[src/rtl/store_commit_buffer_if.sv]
// Store commit buffer bus: LSU enqueue, commit controls,
// and the req/ack write port toward data memory.
interface store_commit_buffer_if;
    logic        st_valid;
    logic        st_ready;
    logic [31:0] st_addr;
    logic [31:0] st_data;
    logic [1:0]  st_size;
    logic        fireStore;
    logic        fireStore1;
    logic        flush;
    logic        mem_req;
    logic [31:0] mem_addr;
    logic [31:0] mem_wdata;
    logic [3:0]  mem_wstrb;
    logic        mem_ack;
    logic        empty;
    logic        cmt_pending;

    modport master (
        output st_valid, st_addr, st_data, st_size,
        output fireStore, fireStore1, flush, mem_ack,
        input  st_ready, mem_req, mem_addr, mem_wdata,
        input  mem_wstrb, empty, cmt_pending
    );

    modport slave (
        input  st_valid, st_addr, st_data, st_size,
        input  fireStore, fireStore1, flush, mem_ack,
        output st_ready, mem_req, mem_addr, mem_wdata,
        output mem_wstrb, empty, cmt_pending
    );
endinterface

[src/rtl/store_commit_buffer.sv]
// In-order store buffer: speculative enqueue, commit pointer,
// flush of uncommitted entries, one-at-a-time drain to memory.
module store_commit_buffer #(
    parameter int DEPTH = 8
) (
    input logic clk,
    input logic rst,
    store_commit_buffer_if.slave bus
);
    localparam int AW = $clog2(DEPTH);
    localparam int PW = AW + 1;

    typedef struct packed {
        logic [31:0] addr;
        logic [31:0] data;
        logic [3:0]  strb;
    } ent_t;

    typedef enum logic {IDLE, WAIT} state_t;

    ent_t          ent_q [DEPTH];
    ent_t          fmt;
    ent_t          ent_sel;
    logic [PW-1:0] head, cmt, tail;
    logic [PW-1:0] head_inc, cmt_next, count;
    logic [PW-1:0] uncmt, n_cmt;
    state_t        state, state_next;
    logic          enq, load_head, load_next, drop_req;
    logic          req_q;
    logic [31:0]   addr_q, wdata_q;
    logic [3:0]    wstrb_q;

    assign count        = tail - head;
    assign head_inc     = head + PW'(1);
    assign bus.st_ready = (count != PW'(DEPTH));
    assign enq          = bus.st_valid & bus.st_ready & ~bus.flush;

    // Commits may only reach entries already present at the edge.
    assign uncmt    = tail - cmt;
    assign n_cmt    = PW'(bus.fireStore) + PW'(bus.fireStore1);
    assign cmt_next = cmt + ((n_cmt > uncmt) ? uncmt : n_cmt);

    always_comb begin
        fmt.addr = {bus.st_addr[31:2], 2'b00};
        fmt.data = bus.st_data;
        fmt.strb = 4'hF;
        unique case (1'b1)
            (bus.st_size == 2'b00): begin
                fmt.strb = 4'b0001 << bus.st_addr[1:0];
                fmt.data = {4{bus.st_data[7:0]}};
            end
            (bus.st_size == 2'b01): begin
                fmt.strb = 4'b0011 << bus.st_addr[1:0];
                fmt.data = {2{bus.st_data[15:0]}};
            end
            default: begin
                fmt.strb = 4'hF;
                fmt.data = bus.st_data;
            end
        endcase
    end

    always_ff @(posedge clk) begin
        if (enq) ent_q[tail[AW-1:0]] <= fmt;
    end

    always_ff @(posedge clk) begin
        if (rst) begin
            head <= '0;
            cmt  <= '0;
            tail <= '0;
        end else begin
            cmt <= cmt_next;
            if (bus.flush)
                tail <= cmt_next;
            else if (enq)
                tail <= tail + PW'(1);
            if (state == WAIT && bus.mem_ack)
                head <= head_inc;
        end
    end

    always_ff @(posedge clk) begin
        if (rst) state <= IDLE;
        else     state <= state_next;
    end

    always_comb begin
        state_next = state;
        unique case (state)
            IDLE: if (head != cmt) state_next = WAIT;
            WAIT: if (bus.mem_ack && head_inc == cmt)
                      state_next = IDLE;
            default: state_next = IDLE;
        endcase
    end

    always_comb begin
        load_head = (state == IDLE) && (head != cmt);
        load_next = (state == WAIT) && bus.mem_ack
                    && (head_inc != cmt);
        drop_req  = (state == WAIT) && bus.mem_ack
                    && (head_inc == cmt);
        ent_sel   = load_next ? ent_q[head_inc[AW-1:0]]
                              : ent_q[head[AW-1:0]];
    end

    always_ff @(posedge clk) begin
        if (rst) begin
            req_q   <= 1'b0;
            addr_q  <= '0;
            wdata_q <= '0;
            wstrb_q <= '0;
        end else if (load_head || load_next) begin
            req_q   <= 1'b1;
            addr_q  <= ent_sel.addr;
            wdata_q <= ent_sel.data;
            wstrb_q <= ent_sel.strb;
        end else if (drop_req) begin
            req_q <= 1'b0;
        end
    end

    assign bus.mem_req     = req_q;
    assign bus.mem_addr    = addr_q;
    assign bus.mem_wdata   = wdata_q;
    assign bus.mem_wstrb   = wstrb_q;
    assign bus.empty       = (head == tail);
    assign bus.cmt_pending = (head != cmt) || req_q;
endmodule

[src/flat_wrapper.sv]
// flat-port wrapper written by rule: the top's interface ports become plain ports
module store_commit_buffer_flat 
#(
    parameter int DEPTH = 8
)
  (clk, rst, bus_st_valid, bus_st_addr, bus_st_data, bus_st_size, bus_fireStore, bus_fireStore1, bus_flush, bus_mem_ack, bus_st_ready, bus_mem_req, bus_mem_addr, bus_mem_wdata, bus_mem_wstrb, bus_empty, bus_cmt_pending);
  store_commit_buffer_if bus_i ();
  input logic clk;
  input logic rst;
  input wire logic [$bits(bus_i.st_valid)-1:0] bus_st_valid;
  input wire logic [$bits(bus_i.st_addr)-1:0] bus_st_addr;
  input wire logic [$bits(bus_i.st_data)-1:0] bus_st_data;
  input wire logic [$bits(bus_i.st_size)-1:0] bus_st_size;
  input wire logic [$bits(bus_i.fireStore)-1:0] bus_fireStore;
  input wire logic [$bits(bus_i.fireStore1)-1:0] bus_fireStore1;
  input wire logic [$bits(bus_i.flush)-1:0] bus_flush;
  input wire logic [$bits(bus_i.mem_ack)-1:0] bus_mem_ack;
  output wire logic [$bits(bus_i.st_ready)-1:0] bus_st_ready;
  output wire logic [$bits(bus_i.mem_req)-1:0] bus_mem_req;
  output wire logic [$bits(bus_i.mem_addr)-1:0] bus_mem_addr;
  output wire logic [$bits(bus_i.mem_wdata)-1:0] bus_mem_wdata;
  output wire logic [$bits(bus_i.mem_wstrb)-1:0] bus_mem_wstrb;
  output wire logic [$bits(bus_i.empty)-1:0] bus_empty;
  output wire logic [$bits(bus_i.cmt_pending)-1:0] bus_cmt_pending;
  assign bus_i.st_valid = bus_st_valid;
  assign bus_i.st_addr = bus_st_addr;
  assign bus_i.st_data = bus_st_data;
  assign bus_i.st_size = bus_st_size;
  assign bus_i.fireStore = bus_fireStore;
  assign bus_i.fireStore1 = bus_fireStore1;
  assign bus_i.flush = bus_flush;
  assign bus_i.mem_ack = bus_mem_ack;
  assign bus_st_ready = bus_i.st_ready;
  assign bus_mem_req = bus_i.mem_req;
  assign bus_mem_addr = bus_i.mem_addr;
  assign bus_mem_wdata = bus_i.mem_wdata;
  assign bus_mem_wstrb = bus_i.mem_wstrb;
  assign bus_empty = bus_i.empty;
  assign bus_cmt_pending = bus_i.cmt_pending;
  store_commit_buffer #(.DEPTH(DEPTH)) u_core (.clk(clk), .rst(rst), .bus(bus_i));
endmodule
[config.mk]
export PLATFORM = sky130hd
export DESIGN_NAME = store_commit_buffer_flat
export DESIGN_NICKNAME = d
export VERILOG_FILES = /design/src/rtl/store_commit_buffer_if.sv /design/src/rtl/store_commit_buffer.sv /design/src/flat_wrapper.sv
export SDC_FILE = /design/constraint.sdc
export NUM_CORES = 1
export LEC_CHECK = 0
export CORE_MARGIN = 2
export CORE_UTILIZATION = 35
export DETAILED_ROUTE_END_ITERATION = 8
export HOLD_SLACK_MARGIN = 0.12
export PLACE_DENSITY = 0.57
export SETUP_SLACK_MARGIN = 0.5
export SKIP_CTS_REPAIR_TIMING = 1
export SYNTH_ARGS = -nofsm -noshare
export SYNTH_HDL_FRONTEND = slang
export SYNTH_SLANG_ARGS = --single-unit
[constraint.sdc]
create_clock -name clk -period 12.7 [get_ports clk]
set_input_delay 2.54 -clock clk [delete_from_list [all_inputs] [get_ports clk]]
set_output_delay 2.54 -clock clk [all_outputs]
set_load 0.05 [all_outputs]
[Yosys cells after proc, flatten, opt, wreduce, memory -nomap -nowiden]
Memories as Yosys holds them, arrays and structs flattened. A register that Yosys moved wholly into a read port is not among the register bits.
Index checks and enable logic that the tools add are counted.
Word-level totals
  register bits after elaboration: 82
  latch bits: 0
  memory bits (writable): 528
  ROM bits: 0
  input port bits: 73
  output and inout bits: 72
  logic and storage cells: 52
  memories kept: 1
Memory list
  u_core.ent_q: words 8, bits a word 66, read ports 2, clocked after Yosys merged registers in 1, write ports 1, line store_commit_buffer.sv:21  | ent_t ent_q [DEPTH];
Cells by class
  add/sub/neg operators: 6
  multipliers: 0
  divide/modulo/power cells: 0
  order comparisons: 1
  eq/ne operators: 6
  shift operators: 2
  multiplexer cells: 14
  bitwise operators: 4
  reduce and logical (&&, ||, !) cells: 10
Operator list (number)
  case mux 36 bit (2 select lines): 1
  two-way mux 68 bit: 1
  two-way mux 4 bit: 3
  adder 4 x 1 -> 4 bit, second input constant: 2
  equality test 4 bit: 2
  inequality test 4 bit: 2
  subtractor 4 bit: 2
  two-way mux 1 bit: 6
  two-way mux 3 bit: 2
  logical AND 1 bit: 5
  adder 4 bit: 1
  > comparator 4 bit: 1
  inequality test 4 bit, second input constant: 1
  nonzero test 2 bit: 2
  left shift 1 x 2 -> 4 bit, first input constant: 1
  left shift 2 x 2 -> 4 bit, first input constant: 1
  adder 1 x 1 -> 2 bit: 1
  bitwise AND 1 bit: 2
  equality test 2 x 1 -> 1 bit, second input constant: 1
  zero test 2 bit: 1
  logical OR 1 bit: 2
  inverter 1 bit: 2
  case mux 1 bit (2 select lines): 1

[Longest topological paths before layout]
  word-level depth: 6
  depth in mapped cells: 14
  gate-level depth less buffers: 14

[Worst setup path after synthesis]
No wires, ideal clock.
  kind: input port to flip-flop
  from: input port bus_st_valid
  to: memory u_core.ent_q[4][0] (netlist name) (enable)
  library setup time: 0.571 ns
  arrival: 7.523 ns
  setup slack: 4.606 ns
  stages on the path: 4
  path through: inv_1 > a41oi_2 > nand3b_1 > nor3_1
On the way
  word-level cells in the longest chain between the ends: 4
RTL lines
  start: declaration: line flat_wrapper.sv:10  | input wire logic [$bits(bus_i.st_valid)-1:0] bus_st_valid;
  bitwise AND 1 bit (2 in a row): line store_commit_buffer.sv:36  | assign enq = bus.st_valid & bus.st_ready & ~bus.flush;
  two-way mux 1 bit: line store_commit_buffer.sv:64  | if (enq) ent_q[tail[AW-1:0]] <= fmt;
  two-way mux 1 bit (implied by the code): line store_commit_buffer.sv:64
  end: declaration: line store_commit_buffer.sv:21
Every way passes these cells.

[Worst setup path in the final report]
  from: register u_core.head[0]
  to: output port bus_st_ready
On the way
  word-level cells in the longest chain between the ends: 2
RTL lines
  start: declaration: line store_commit_buffer.sv:24  | logic [PW-1:0] head, cmt, tail;
  start signal: assignment: line store_commit_buffer.sv:79  | head <= head_inc;
  subtractor 4 bit: line store_commit_buffer.sv:33  | assign count = tail - head;
  inequality test 4 bit: line store_commit_buffer.sv:35  | assign bus.st_ready = (count != PW'(DEPTH));
  end: declaration: line flat_wrapper.sv:18  | output wire logic [$bits(bus_i.st_ready)-1:0] bus_st_ready;
Every way passes these cells.

==> out/results.txt <==
outcome - finished clean
Final #Nets - 1724
Period minus WS final - 5729 ps
# IOs - 145
cell count after synthesis - 1500
largest net degree at the start of global routing - 109
Starting Density - 0.3532
Avg WL per Cell - 26.90 um
Final setup viols - 0
Synth top area share - 0.5683
Lkg Pwr - 9.954 nW
endpoints failing hold - 0
Worst-Margin Slew - 1411 ps
kind of critical path - reg -> out
FMAX - 174.6 MHz
Final TNS setup - 0 ps
Synth Area per Inst - 18.60 um^2
initial drt markers - 1357
clock root cell - clkbuf_16
Seq/Total Area, Yosys - 0.6279
CTS tree - built
clk_lat worst skew - 590 ps
Hold/Removal Path Class - reg -> reg
Setup crit start kind - flip-flop
initial antenna violation count - 3
Fin Hold WS - 453.7 ps
most frequent cells in the layout - edfxtp_1, mux4_2, mux2_2
Worst Setup End Kind - primary output
Hold Path Depth - 2
crit path DAT - 3190 ps
switch share - 0.3401
combinational share of power - 0.328
Place WS - 6716 ps
Max Cap Viol - 0
Switch Pwr - 0.002293 W
clock skew - 21.88 ps
TritonCTS Buffers - 68
number of H-tree levels - 3
via count - 15480
post-synthesis cell area - 27900 um^2
Worst-path clk slew - 60 ps
P_int - 0.004449 W
final core occ - 0.4132
Slew Limit Headroom - 0.04962
core area - 79000 um^2
most common cell after layout, fill and taps aside - edfxtp_1
TritonRoute pass-1 iters - 5
GRT Residual Overflow - 0
input/output buffers - 142
Final Max Tran Viols - 0
clock share of power - 0.284
Post-synth EDFFs - 528
r2r worst-path depth - 7
most common flop cell mapped by yosys - edfxtp_1
row cnt - 103
vias in the first global route - 16470
Yosys cell types - 48
P&R area growth vs syn - 17.01%
RSZ-0062 raised after global routing - no
final worst setup slack - 6971 ps
Die H - 286.3 um
Post-DRT Antenna Nets - 0
worst-path maximum fanout - 41
Avg Vias per Cell - 5.654
area leader, netlist - edfxtp_1
first-pass GRT wire length - 109800 um
CP required - 10160 ps
layout cell share with drive strength beyond 1 - 0.3320
DIE WIDTH - 286.3 um
Die Area - 81990 um^2
Syn. warnings - 0
Post-synth ARST share - 0
Flop pwr share - 0.388
crit share post-route - 0.4511
Residual DRC - 0
post-DP HPWL - 41690 um
Max VDD drop - 0.1323 mV
Placer Congestion - 0.8046
CTS Sinks - 611
flops & latches, synth - 611
aggregate global-route resource usage - 0.1808
pwr/cell area - 206.5 nW/um^2
top cells by area, synth - edfxtp_1, mux4_2, dfxtp_1
Clock Tree Buf Depth - 3
final WL - 73650 um
==> power by group through the flow <==
stage | Combinational [W] | Clock [W] | Sequential, W
5_1_grt | 0.00237 | 0.00203 | 0.00265
4_1_cts | 0.00225 | 0.00195 | 0.00262
3_3_place_gp | 0.00223 | 0 | 0.00266
6_report | 0.00221 | 0.00191 | 0.00262
2_1_floorplan | 0.00121 | 0 | 0.00296
3_5_place_dp | 0.00224 | 0 | 0.00266
==> through the flow <==
stage / instance area (um^2) / total power [W] / instances
final: 32650 / 0.006742 / 2738
after global routing: 32650 / 0.007045 / 2738
after CTS: 32640 / 0.006828 / 2737
after detailed placement: 30480 / 0.004907 / 2615
after global placement: 30480 / 0.004889 / 2615
after floorplan: 27910 / 0.004167 / 1502
==> Yosys cell counts, types with 4 or more instances <==
cell type and number:
buf_6 5, buf_1 4, mux2_2 147, buf_2 39, a21oi_1 74, edfxtp_1 528, xor2_1 10, dfxtp_1 83
nand2b_1 4, inv_1 16, nor2_1 20, xnor2_1 8, nand2_1 84, mux2i_1 13, o21ai_0 14, ha_1 14
a22oi_1 65, clkbuf_1 60, mux4_2 264
==> routing by layer <==
metal | wire (um) | track usage | vias up
met3 | 4698 | 0.03672 | 106
met5 | 23 | 0 | -
met1 | 31340 | 0.2463 | 8268
met2 | 36210 | 0.2984 | 587
met4 | 1375 | 0.04332 | 4
li1 | - | - | 6515
==> area by class of cell <==
type,count,area [um^2]
fillers,6937,46350
flip-flops and latches,611,17530
multi-input cells,764,9905
clock buffers,98,1968
repair buffers,174,1672
well taps,1050,1314
clock inverters,24,193.9
inverters,16,60.06
diodes,1,2.502
==> flip-flops by register name, summed over array words and instances (netlist names), named ones only <==
name / flops
u_core.tail: 4
u_core.state: 1
u_core.bus.mem_wdata: 32
u_core.bus.mem_wstrb: 4
u_core.cmt: 4
u_core.ent_q: 528
u_core.head: 4
u_core.bus.mem_req: 1
u_core.bus.mem_addr: 30
==> logic make-up after synthesis <==
group / Yosys count / synth area share
multiplexers: 424 / 0.2771
flip-flops: 611 / 0.6279
adder cells (fa/ha/maj): 16 / 0.007714
AO/OA/AOI/OAI: 169 / 0.03924
AND/OR/NAND/NOR: 132 / 0.02054
other: 1 / 0.0001344
buffers and inverters: 127 / 0.02058
XOR/XNOR: 20 / 0.006817
==> worst paths after layout <==
kind	end	slack, ps	startpoint
setup reg to reg	u_core.ent_q[6][15]	8120	u_core.head[0]
hold / removal	u_core.bus.mem_wdata[20]	450	u_core.bus.mem_wdata[20]
hold reg to reg	u_core.bus.mem_wdata[20]	450	u_core.bus.mem_wdata[20]
setup / recovery	bus_st_ready	6970	u_core.head[0]
==> critical path: stages, from the launching register on <==
cell             delay [ps]
dfxtp_4                 810
ha_1                    290
and3b_1                 180
or3_1                   400
nand4_1                 110
clkdlybuf4s50_1         800
No activity file was read; power rests on OpenSTA's default activity.
